[config.mk]
export PLATFORM = sky130hd
export DESIGN_NAME = if_stage
export DESIGN_NICKNAME = d
export VERILOG_FILES = /design/src/rtl/cpu_pkg.sv /design/src/rtl/if_id_reg.sv /design/src/rtl/if_stage.sv
export SDC_FILE = /design/constraint.sdc
export NUM_CORES = 1
export LEC_CHECK = 0
export CAP_MARGIN = 20
export CORE_ASPECT_RATIO = 0.6
export CORE_MARGIN = 4
export CORE_UTILIZATION = 30
export DETAILED_ROUTE_END_ITERATION = 10
export GPL_ROUTABILITY_DRIVEN = 0
export HOLD_SLACK_MARGIN = 0.05
export PLACE_DENSITY = 0.47
export SYNTH_ARGS = -nofsm -noshare
export SYNTH_HDL_FRONTEND = slang
export SYNTH_SLANG_ARGS = --single-unit
export TNS_END_PERCENT = 10
[constraint.sdc]
create_clock -name clk -period 6.9 [get_ports clk]
set_clock_uncertainty 0.05 [all_clocks]
set_input_delay 1.38 -clock clk [delete_from_list [all_inputs] [get_ports clk]]
set_output_delay 1.38 -clock clk [all_outputs]
set_load 0.03 [all_outputs]
[src/rtl/cpu_pkg.sv]
// Shared definitions for the 5-stage MIPS32 core: reset/NOP constants,
// fetch FSM states and the IF/ID pipeline bundle.
package cpu_pkg;

    localparam int unsigned XLEN = 32;

    localparam logic [XLEN-1:0] DEF_NOP_INSTR = 32'h0000_0000;
    localparam logic [XLEN-1:0] DEF_RESET_PC  = 32'h0000_0000;

    typedef enum logic [1:0] {
        FETCH = 2'd0,
        HOLD  = 2'd1,
        KILL  = 2'd2
    } fetch_state_e;

    typedef struct packed {
        logic [XLEN-1:0] instr;
        logic [XLEN-1:0] pc;
        logic [XLEN-1:0] pc4;
        logic            valid;
    } if_id_t;

    function automatic logic [XLEN-1:0] word_align(input logic [XLEN-1:0] a);
        return {a[XLEN-1:2], 2'b00};
    endfunction

endpackage

[src/rtl/if_id_reg.sv]
// IF/ID pipeline register: bubble beats load, otherwise holds.
// A bubble replaces instr/valid only; pc and pc4 keep their last values.
module if_id_reg
    import cpu_pkg::*;
#(
    parameter logic [XLEN-1:0] NOP_INSTR = DEF_NOP_INSTR
) (
    input  logic   clk,
    input  logic   rst_n,
    input  logic   load_i,
    input  logic   bubble_i,
    input  if_id_t data_i,
    output if_id_t q_o
);

    if_id_t q_q;
    if_id_t q_d;

    always_comb begin
        q_d = q_q;
        if (bubble_i) begin
            q_d.instr = NOP_INSTR;
            q_d.valid = 1'b0;
        end else if (load_i) begin
            q_d = data_i;
        end
    end

    always_ff @(posedge clk or negedge rst_n) begin
        if (!rst_n) begin
            q_q.instr <= NOP_INSTR;
            q_q.pc    <= '0;
            q_q.pc4   <= '0;
            q_q.valid <= 1'b0;
        end else begin
            q_q <= q_d;
        end
    end

    assign q_o = q_q;

endmodule

[src/rtl/if_stage.sv]
// Instruction fetch stage: PC, imem handshake with one-entry skid buffer,
// redirect kill of in-flight requests, and the IF/ID register.
module if_stage
    import cpu_pkg::*;
#(
    parameter logic [XLEN-1:0] RESET_PC  = DEF_RESET_PC,
    parameter logic [XLEN-1:0] NOP_INSTR = DEF_NOP_INSTR
) (
    input  logic            clk,
    input  logic            rst_n,
    input  logic            EnableF,
    input  logic            EnableD,
    input  logic            RstD,
    input  logic            BranchTakenD,
    input  logic [XLEN-1:0] BranchTargetD,
    output logic            imem_req,
    output logic [XLEN-1:0] imem_addr,
    input  logic            imem_ack,
    input  logic [XLEN-1:0] imem_rdata,
    output logic [XLEN-1:0] InstrD,
    output logic [XLEN-1:0] PCD,
    output logic [XLEN-1:0] PCPlus4D,
    output logic            ValidD
);

    fetch_state_e    state_q, state_d;
    logic [XLEN-1:0] pcf_q, pcf_d;
    logic [XLEN-1:0] req_addr_q, req_addr_d;
    logic [XLEN-1:0] buf_instr_q, buf_instr_d;
    logic [XLEN-1:0] buf_pc_q, buf_pc_d;

    logic            redir;
    logic [XLEN-1:0] target;
    logic            idl_load;
    logic            idl_bubble;
    if_id_t          idl_data;
    if_id_t          idl_q;

    assign redir  = BranchTakenD & EnableD;
    assign target = word_align(BranchTargetD);

    always_comb begin
        state_d        = state_q;
        pcf_d          = pcf_q;
        req_addr_d     = req_addr_q;
        buf_instr_d    = buf_instr_q;
        buf_pc_d       = buf_pc_q;
        idl_load       = 1'b0;
        idl_bubble     = 1'b0;
        idl_data.instr = imem_rdata;
        idl_data.pc    = req_addr_q;
        idl_data.pc4   = req_addr_q + 32'd4;
        idl_data.valid = 1'b1;

        case (state_q)
            FETCH: begin
                if (imem_ack) begin
                    if (redir) begin
                        pcf_d      = target;
                        req_addr_d = target;
                        idl_bubble = 1'b1;
                    end else if (EnableD && EnableF) begin
                        idl_load   = 1'b1;
                        pcf_d      = req_addr_q + 32'd4;
                        req_addr_d = req_addr_q + 32'd4;
                    end else begin
                        // Stalled with data in hand: park it rather than re-fetch
                        buf_instr_d = imem_rdata;
                        buf_pc_d    = req_addr_q;
                        state_d     = HOLD;
                        idl_bubble  = EnableD;
                    end
                end else begin
                    if (redir) begin
                        pcf_d   = target;
                        state_d = KILL;
                    end
                    idl_bubble = EnableD;
                end
            end
            HOLD: begin
                if (redir) begin
                    pcf_d      = target;
                    req_addr_d = target;
                    state_d    = FETCH;
                    idl_bubble = 1'b1;
                end else if (EnableD && EnableF) begin
                    idl_data.instr = buf_instr_q;
                    idl_data.pc    = buf_pc_q;
                    idl_data.pc4   = buf_pc_q + 32'd4;
                    idl_load       = 1'b1;
                    pcf_d          = buf_pc_q + 32'd4;
                    req_addr_d     = buf_pc_q + 32'd4;
                    state_d        = FETCH;
                end else begin
                    idl_bubble = EnableD;
                end
            end
            KILL: begin
                // Stale request must complete; the latest redirect target wins
                if (redir) begin
                    pcf_d = target;
                end
                if (imem_ack) begin
                    req_addr_d = redir ? target : pcf_q;
                    state_d    = FETCH;
                end
                idl_bubble = EnableD;
            end
            default: begin
                state_d = FETCH;
            end
        endcase

        if (RstD) begin
            idl_bubble = 1'b1;
        end
    end

    always_ff @(posedge clk or negedge rst_n) begin
        if (!rst_n) begin
            state_q     <= FETCH;
            pcf_q       <= RESET_PC;
            req_addr_q  <= RESET_PC;
            buf_instr_q <= '0;
            buf_pc_q    <= '0;
        end else begin
            state_q     <= state_d;
            pcf_q       <= pcf_d;
            req_addr_q  <= req_addr_d;
            buf_instr_q <= buf_instr_d;
            buf_pc_q    <= buf_pc_d;
        end
    end

    if_id_reg #(
        .NOP_INSTR(NOP_INSTR)
    ) u_if_id_reg (
        .clk     (clk),
        .rst_n   (rst_n),
        .load_i  (idl_load),
        .bubble_i(idl_bubble),
        .data_i  (idl_data),
        .q_o     (idl_q)
    );

    assign imem_req  = (state_q != HOLD);
    assign imem_addr = req_addr_q;
    assign InstrD    = idl_q.instr;
    assign PCD       = idl_q.pc;
    assign PCPlus4D  = idl_q.pc4;
    assign ValidD    = idl_q.valid;

endmodule

Word level (Yosys, flattened, before mapping)
Cells that the tools add are included.
- output and inout bits: 130
- bits in writable memories: 0
- logic and storage cells: 68
- bits in registers: 227
- memories kept: 0
- input bits: 71
- bits in latches: 0
- memory bits (read-only): 0
- equal/unequal tests: 11
- bitwise operators: 4
- $mul: 0
- add/subtract/negate cells: 2
- mux-type cells: 33
- divide/modulo/power cells: 0
- reduce and logical (&&, ||, !) cells: 9
- shift-type cells: 0
- $lt $le $gt $ge: 0
- operator list (operator ; count):
    two-way mux 32 bit ; 9
    two-way mux 96 bit ; 3
    one-hot mux 32 bit (3 select lines) ; 2
    two-way mux 97 bit ; 1
    adder 32 x 3 -> 32 bit, second input constant ; 2
    != test 3 bit, second input constant ; 5
    two-way mux 2 bit ; 7
    AND reduction 5 bit ; 2
    two-way mux 1 bit ; 8
    one-hot mux 2 bit (3 select lines) ; 1
    != test 2 bit, second input constant ; 2
    != test 4 bit, second input constant ; 1
    AND reduction 4 bit ; 1
    NOT 1 bit ; 3
    one-hot mux 1 bit (3 select lines) ; 1
    AND reduction 3 bit ; 1
    nonzero test 3 bit ; 1
    == test 2 x 1 -> 1 bit, second input constant ; 1
    == test 2 bit, second input constant ; 1
    logical NOT 2 bit ; 1
    != test 2 x 1 -> 1 bit, second input constant ; 1
    one-hot mux 1 bit (2 select lines) ; 1
    AND reduction 2 bit ; 1
    nonzero test 2 bit ; 1
    other kinds (2) ; 2

Longest topological paths before layout
Gate-level depths: netlist (run 1).
- depth in word-level cells: 8
- gate-level depth with buffers: 11
- depth with buffers taken out: 8

Cells and area by module
From an unflattened synthesis (run 1), not the netlist that was laid out.
- cells, all modules: 1466
- area, all modules: 13561.8 sq um
- by module, submodules not included (module ; times used ; seq. area each (sq um) ; cells an instance ; area each (sq um)):
    if_stage ; 1 ; 3253.1 ; 1223 ; 9542.9
    if_id_reg ; 1 ; 2427.3 ; 243 ; 4018.9

Least setup slack after synthesis (run 1)
No wires, ideal clock.
- path kind: input -> register
- from: input BranchTakenD
- to: register pcf_q[19]
- cell stages on the path: 9
- library setup time: 94 ps
- buffers on the path: 3
- data required time: 6756 ps
- path slack: 3620 ps
- arrival time: 3136 ps
- path through: clkbuf_1 > and2_1 > clkbuf_1 > nor3_1 > clkbuf_1 > nand3_1 > nand3_1 > nor2_1 > a211oi_1
- longest elaborated chain between the ends: 4
- elaborated cells between the ends (all ways): 9
- classes of those cells: eq/ne: 2; mux: 5; bitwise: 1; reduce/logical: 1
- RTL lines (what ; RTL line ; RTL):
    start, declared ; if_stage.sv:14 ; input logic BranchTakenD,
    AND 1 bit (*) ; if_stage.sv:39 ; assign redir = BranchTakenD & EnableD;
    two-way mux 32 bit, on equally long branches ; n/a ;
    two-way mux 32 bit ; if_stage.sv:57 ; if (imem_ack) begin
    one-hot mux 32 bit (3 select lines) ; if_stage.sv:55 ; case (state_q)
    end signal, assigned ; if_stage.sv:129 ; pcf_q <= pcf_d;
    end, declared ; if_stage.sv:27 ; logic [XLEN-1:0] pcf_q, pcf_d;
Every way passes the cells marked *; elsewhere a longest branch is shown, timed or not.
A chain may end at the register's enable or synchronous reset.

Final worst setup path (run 1)
- from: input EnableD
- to: register pcf_q[16]
- longest elaborated chain between the ends: 4
- elaborated cells between the ends (all ways): 10
- classes of those cells: eq/ne: 2; mux: 5; bitwise: 1; reduce/logical: 2
- RTL lines (what ; RTL line ; RTL):
    start, declared ; if_stage.sv:12 ; input logic EnableD,
    AND 1 bit ; if_stage.sv:39 ;
    two-way mux 32 bit, on equally long branches ; n/a ;
    two-way mux 32 bit ; if_stage.sv:57 ;
    one-hot mux 32 bit (3 select lines) ; if_stage.sv:55 ;
Parallel ways exist; a longest one is shown, timed or not.

==> results.sh, run 1 <==
export IMPL_required_ns=7.30
export IMPL_period_needed_ns=4.08
export IMPL_status="complete, no violations"
export IMPL_netlist_cell_type_count=71
export IMPL_layout_common_cells="dfrtp_1, nand2_1, clkdlybuf4s50_1, nor2_1, o21ai_0"
export IMPL_cts_sinks=225
export IMPL_crit_fanout=17
export IMPL_drv_slew=0
export IMPL_viasPerCell=5.57
export IMPL_irDropWorstVdd_v=0.000256
export IMPL_power_density_mw_per_mm2=477
export IMPL_multi_input_area_mm2=0.00672
export IMPL_rsz0062_at_grt="no"
export IMPL_hold_start="u_if_id_reg.q_o[22]"
export IMPL_wl_met1_mm=25.4
export IMPL_layout_nets=1633
export IMPL_grt_pass1_vias=11000
export IMPL_cts_root_buf="clkbuf_16"
export IMPL_tns_ns=0
export IMPL_grt_max_degree=120
export IMPL_fmax_mhz=245
export IMPL_drt_wirelength_per_cell_um=23.6
export IMPL_drt_total_wl_mm=50.7
export IMPL_synth_area_leader_cell="dfrtp_1"
export IMPL_antennaDiodeCount=0
export IMPL_rows=58
export IMPL_crit_path_start="EnableD"
export IMPL_first_pass_iters=6
export IMPL_leakage_nw=6.34
export IMPL_fin_cells=2145
export IMPL_drive_above_1_share_pct=10.2
export IMPL_antenna_found_initial=1
export IMPL_synth_fp_nets=1512
export IMPL_post_cts_buffers=0
export IMPL_ys_seq_area_share_pct=43.7
export IMPL_cts_tree="built"
export IMPL_die_h_um=169
export IMPL_regArea_mm2=0.00563
export IMPL_io_pins=201
export IMPL_clk_pin_slew_ns=0.06
export IMPL_critPathLaunchType="input port"
export IMPL_relSlewSlack_pct=29.1
export IMPL_ys_async_sr_fraction_pct=100
export IMPL_report_final_hold_viol_count=0
export IMPL_ant_nets=0
export IMPL_cts_buffers=27
export IMPL_dieArea_mm2=0.0464
export IMPL_grt_pass1_wl_mm=75.0
export IMPL_setup_violations=0
export IMPL_dr_first_iter_drc_count=1319
export IMPL_start_util_pct=30.6
export IMPL_met2WireLength_mm=19.7
export IMPL_synth_flop_cell="dfrtp_1"
export IMPL_cts_resized=0
export IMPL_synth_edf_count=0
export IMPL_grt_usage_pct=21.3
export IMPL_reg2reg_from="imem_addr[15]"
export IMPL_fill_cells=4234
export IMPL_core_mm2=0.0422
export IMPL_vias=11900
export IMPL_synth_area_per_cell_um2=8.98
export IMPL_highest_layer="met4"
export IMPL_place_hpwl_mm=35.7
export IMPL_wl_met3_mm=4.76
export IMPL_syn_to_final_growth_pct=26.0
export IMPL_insertion_delay_ns=0.56
export IMPL_arrival_ns=4.48
export IMPL_syn_inst=1435
export IMPL_gr_total_overflow=0
export IMPL_dpl_cell_count=2097
export IMPL_worst_pin_slew_ns=1.06
export IMPL_io_buffers=198
export IMPL_fin_worst_hold_slack_ns=0.428
export IMPL_cts_max_level=1
export IMPL_synth_seq_cells=225
export IMPL_postCtsHoldBufs=0
export IMPL_hold_path_class="reg2reg"
export IMPL_ys_warn_count=0
export IMPL_yosys_top_cells_area="dfrtp_1, mux2_2, nand2_1, o21ai_0, nor2_1"
export IMPL_setup_worst_path_end_class="flip-flop"
export IMPL_layout_commonest_cell="dfrtp_1"
export IMPL_cts_max_path_buffers=3
export IMPL_drcViolationCount=0
export IMPL_drv_cap=0
export IMPL_netlist_area_mm2=0.0129
export IMPL_die_w_um=276
export IMPL_post_route_period_util_pct=59.1
export IMPL_netlist_area_leader_share_pct=43.7
export IMPL_worstSetupPathType="in2reg"
## registers in the layout, summed over array words and instances, names as in the netlist
| name | flops |
|---|---|
| state_q | 2 |
| buf_instr_q | 32 |
| u_if_id_reg.q_o | 95 |
| pcf_q | 32 |
| imem_addr | 32 |
| buf_pc_q | 32 |
## layer usage
metal / track usage (%) / vias up
met2: 28.3 / 507
met3: 5.06 / 68
met5: 0 / -
li1: - / 5460
met1: 34.8 / 5903
met4: 3.29 / 0
## per-stage QoR
| step | total power [mW] | area, um^2 | worst slack, ns | util, % |
|---|---|---|---|---|
| 5_1_grt | 8.19 | 16200 | 2.63 | 38.5 |
| 6_report | 7.74 | 16200 | 2.82 | 38.5 |
| 4_1_cts | 7.74 | 16200 | 2.90 | 38.5 |
| 3_3_place_gp | 6.12 | 15300 | 1.95 | 36.3 |
| 3_5_place_dp | 6.17 | 15300 | 2.29 | 36.3 |
| 2_1_floorplan | 4.61 | 12900 | 3.62 | - |
## where the power goes
group	total, mW	internal [mW]	switching (mW)	leakage (nW)
Sequential	2.49	1.84	0.650	2.87
Combinational	3.71	1.42	2.29	3.03
Clock	1.54	0.927	0.616	0.441
## cells by family (layout without fill, tap and decap cells)
kind of cell	count (synthesis)	after routing	share of synthesized area, %
xor gates and xnor gates	48	48	3.26
AOI/OAI and AO/OA	395	395	20.6
buffers and inverters	146	286	4.57
muxes	117	117	9.78
and+or+nand+nor	498	498	17.5
DFF	225	225	43.7
adders and majority gates	6	6	0.583
## Yosys cell counts (all sizes together) (22+ instances only)
cell type,number
dfrtp,225
nand2,207
nor2,141
o21ai,119
clkbuf,97
mux2,71
a21oi,63
mux2i,46
a311oi,33
nor3,33
xnor2,32
buf,29
nand3,29
a211oi,23
nand4,22
## final timing paths
path	endpoint	slack [ns]	depth (start not counted)
max in group asynchronous	imem_addr[4]	4.76	2
min in group asynchronous	u_if_id_reg.q_o[4]	0.81	1
hold reg to reg	u_if_id_reg.q_o[22]	0.43	2
setup / recovery	pcf_q[16]	2.82	8
hold / removal	u_if_id_reg.q_o[22]	0.43	2
setup reg to reg	u_if_id_reg.q_o[26]	3.44	5
## area by class of cell
class	count	share of cell area [%]
Timing Repair Buffer	218	13.3
Inverter	20	0.463
Sequential cell	225	34.7
Clock inverter	14	1.30
Tap cell	570	4.40
Multi-Input combinational cell	1064	41.4
Clock buffer	34	4.45
## critical path, stage by stage
cell and delay (ns):
clkdlybuf4s50_1 0.86, o21a_1 0.36, nor2_1 0.11, or3_1 0.71, buf_4 0.38, a2111oi_0 0.35, o21ai_0 0.15, o221a_2 0.15
No activity file was read; power rests on OpenSTA's default activity.
==> run 2: changes to the inputs <==
==> constraint.sdc (replaced) <==
create_clock -name clk -period 3.95 [get_ports clk]
set_clock_uncertainty 0.05 [all_clocks]
set_input_delay 0.79 -clock clk [delete_from_list [all_inputs] [get_ports clk]]
set_output_delay 0.79 -clock clk [all_outputs]
set_load 0.03 [all_outputs]
==> results.sh, run 2 (synthesis results as in run 1) <==
export IMPL_clk_pin_slew_ns=0.07
export IMPL_drv_cap=0
export IMPL_cp_slowest_cell="or4_1"
export IMPL_report_final_hold_viol_count=0
export IMPL_totalPowerFinal_mw=13.8
export IMPL_reg2reg_from="imem_addr[10]"
export IMPL_cts_resized=0
export IMPL_fill_cells=4203
export IMPL_r2r_end="u_if_id_reg.q_o[26]"
export IMPL_worst_pin_slew_ns=0.970
export IMPL_rows=58
export IMPL_ant_nets=0
export IMPL_dieArea_mm2=0.0464
export IMPL_fin_util_pct=39.4
export IMPL_fmax_mhz=314
export IMPL_worstSetupPathType="reg2reg"
export IMPL_postCtsHoldBufs=0
export IMPL_place_hpwl_mm=37.5
export IMPL_cts_root_buf="clkbuf_16"
export IMPL_drcViolationCount=0
export IMPL_insertion_delay_ns=0.55
export IMPL_cp_top_family="simple AND/OR/NAND/NOR gates"
export IMPL_cp_cell_sequence="nand4_1 -> or4_1 -> o31a_1 -> nor3_1 -> o31ai_1"
export IMPL_required_ns=4.31
export IMPL_drive_above_1_share_pct=12.5
export IMPL_cts_tree="built"
export IMPL_reg2reg_slack_ns=0.76
export IMPL_period_needed_ns=3.19
export IMPL_post_cts_buffers=0
export IMPL_post_route_period_util_pct=80.7
export IMPL_grt_usage_pct=21.6
export IMPL_core_mm2=0.0422
export IMPL_design_area_mm2=0.0166
export IMPL_arrival_ns=3.55
export IMPL_drv_slew=0
export IMPL_leakage_nw=6.58
export IMPL_viasPerCell=5.53
export IMPL_cts_sinks=225
export IMPL_antenna_found_initial=1
export IMPL_syn_to_final_growth_pct=28.9
export IMPL_hold_path_class="in2async"
export IMPL_gr_total_overflow=0
export IMPL_vias=12100
export IMPL_start_util_pct=30.6
export IMPL_reg2reg_depth=5
export IMPL_layout_nets=1672
export IMPL_slowest_delay_ns=0.84
export IMPL_grt_max_degree=120
export IMPL_setup_violations=0
export IMPL_cts_buffers=25
export IMPL_die_h_um=169
export IMPL_power_density_mw_per_mm2=830
export IMPL_relSlewSlack_pct=35.3
export IMPL_layout_common_cells="dfrtp_1, nand2_1, clkdlybuf4s50_1, nor2_1, o21ai_0"
export IMPL_cts_max_level=1
export IMPL_tns_ns=0
export IMPL_critPathLaunchType="flip-flop"
export IMPL_cts_max_path_buffers=3
export IMPL_largest_reg_flops=95
export IMPL_drt_total_wl_mm=51.5
export IMPL_layout_commonest_cell="dfrtp_1"
export IMPL_crit_buf_inv=0
export IMPL_die_w_um=276
export IMPL_dr_first_iter_drc_count=1163
export IMPL_status="complete, no violations"
export IMPL_dpl_cell_area_mm2=0.0157
export IMPL_io_buffers=198
export IMPL_io_pins=201
export IMPL_irDropWorstVdd_v=0.000484
export IMPL_grt_pass1_wl_mm=76.0
export IMPL_rsz0062_at_grt="no"
export IMPL_drt_wirelength_per_cell_um=23.6
export IMPL_grt_pass1_vias=11300
export IMPL_crit_fanout=11
export IMPL_first_pass_iters=6
export IMPL_setup_worst_path_end_class="flip-flop"
==> run 2: worst reg2reg max path: stages, from the launching register on <==
cell     delay, ns
dfrtp_1       0.64
nand4_1       0.35
or4_1         0.84
o31a_1        0.41
nor3_1        0.65
o31ai_1       0.11
==> run 2: worst max-delay path by stage <==
stage / endpoint / from / slack [ns] / depth (start not counted)
global route: imem_req / state_q[1] / 0.68 / 4
CTS: imem_req / state_q[1] / 0.79 / 4
finish: u_if_id_reg.q_o[26] / imem_addr[10] / 0.76 / 5
global placement: u_if_id_reg.q_o[32] / BranchTakenD / 0.54 / 8
floorplan: pcf_q[19] / BranchTakenD / 1.26 / 9
detailed placement: u_if_id_reg.q_o[32] / BranchTakenD / 0.54 / 8
==> run 2: cell type report <==
cell class / instances / area (um^2) / area share (%)
Multi-Input combinational cell: 1064 / 6720 / 40.4
Sequential cell: 225 / 5630 / 33.9
Timing Repair Buffer: 259 / 2530 / 15.2
Clock buffer: 34 / 719 / 4.33
Tap cell: 570 / 713 / 4.29
Clock inverter: 12 / 220 / 1.33
Inverter: 20 / 75.1 / 0.452
Antenna cell: 1 / 2.50 / 0.0151
==> run 2: per-stage QoR <==
step                instances  setup WS [ns]  hold WS (ns)
CTS                      2184          0.787         0.274
detailed placement       2138          0.536         0.418
floorplan                1435           1.26         0.400
finish                   2185          0.761         0.235
global placement         2138          0.543         0.414
global route             2184          0.683         0.293
==> run 2: where the power goes <==
| part | total, mW | internal (mW) | switching, mW |
|---|---|---|---|
| clock | 2.72 | 1.67 | 1.05 |
| combinational | 6.83 | 2.65 | 4.19 |
| sequential | 4.24 | 3.22 | 1.02 |
| total | 13.8 | 7.53 | 6.25 |
==> run 2: layer usage <==
layer	global-route usage [%]	part of all wire (%)
met5	0	0
met4	3.25	1.4
met3	6.35	9.7
met2	28.4	39
met1	34.9	50
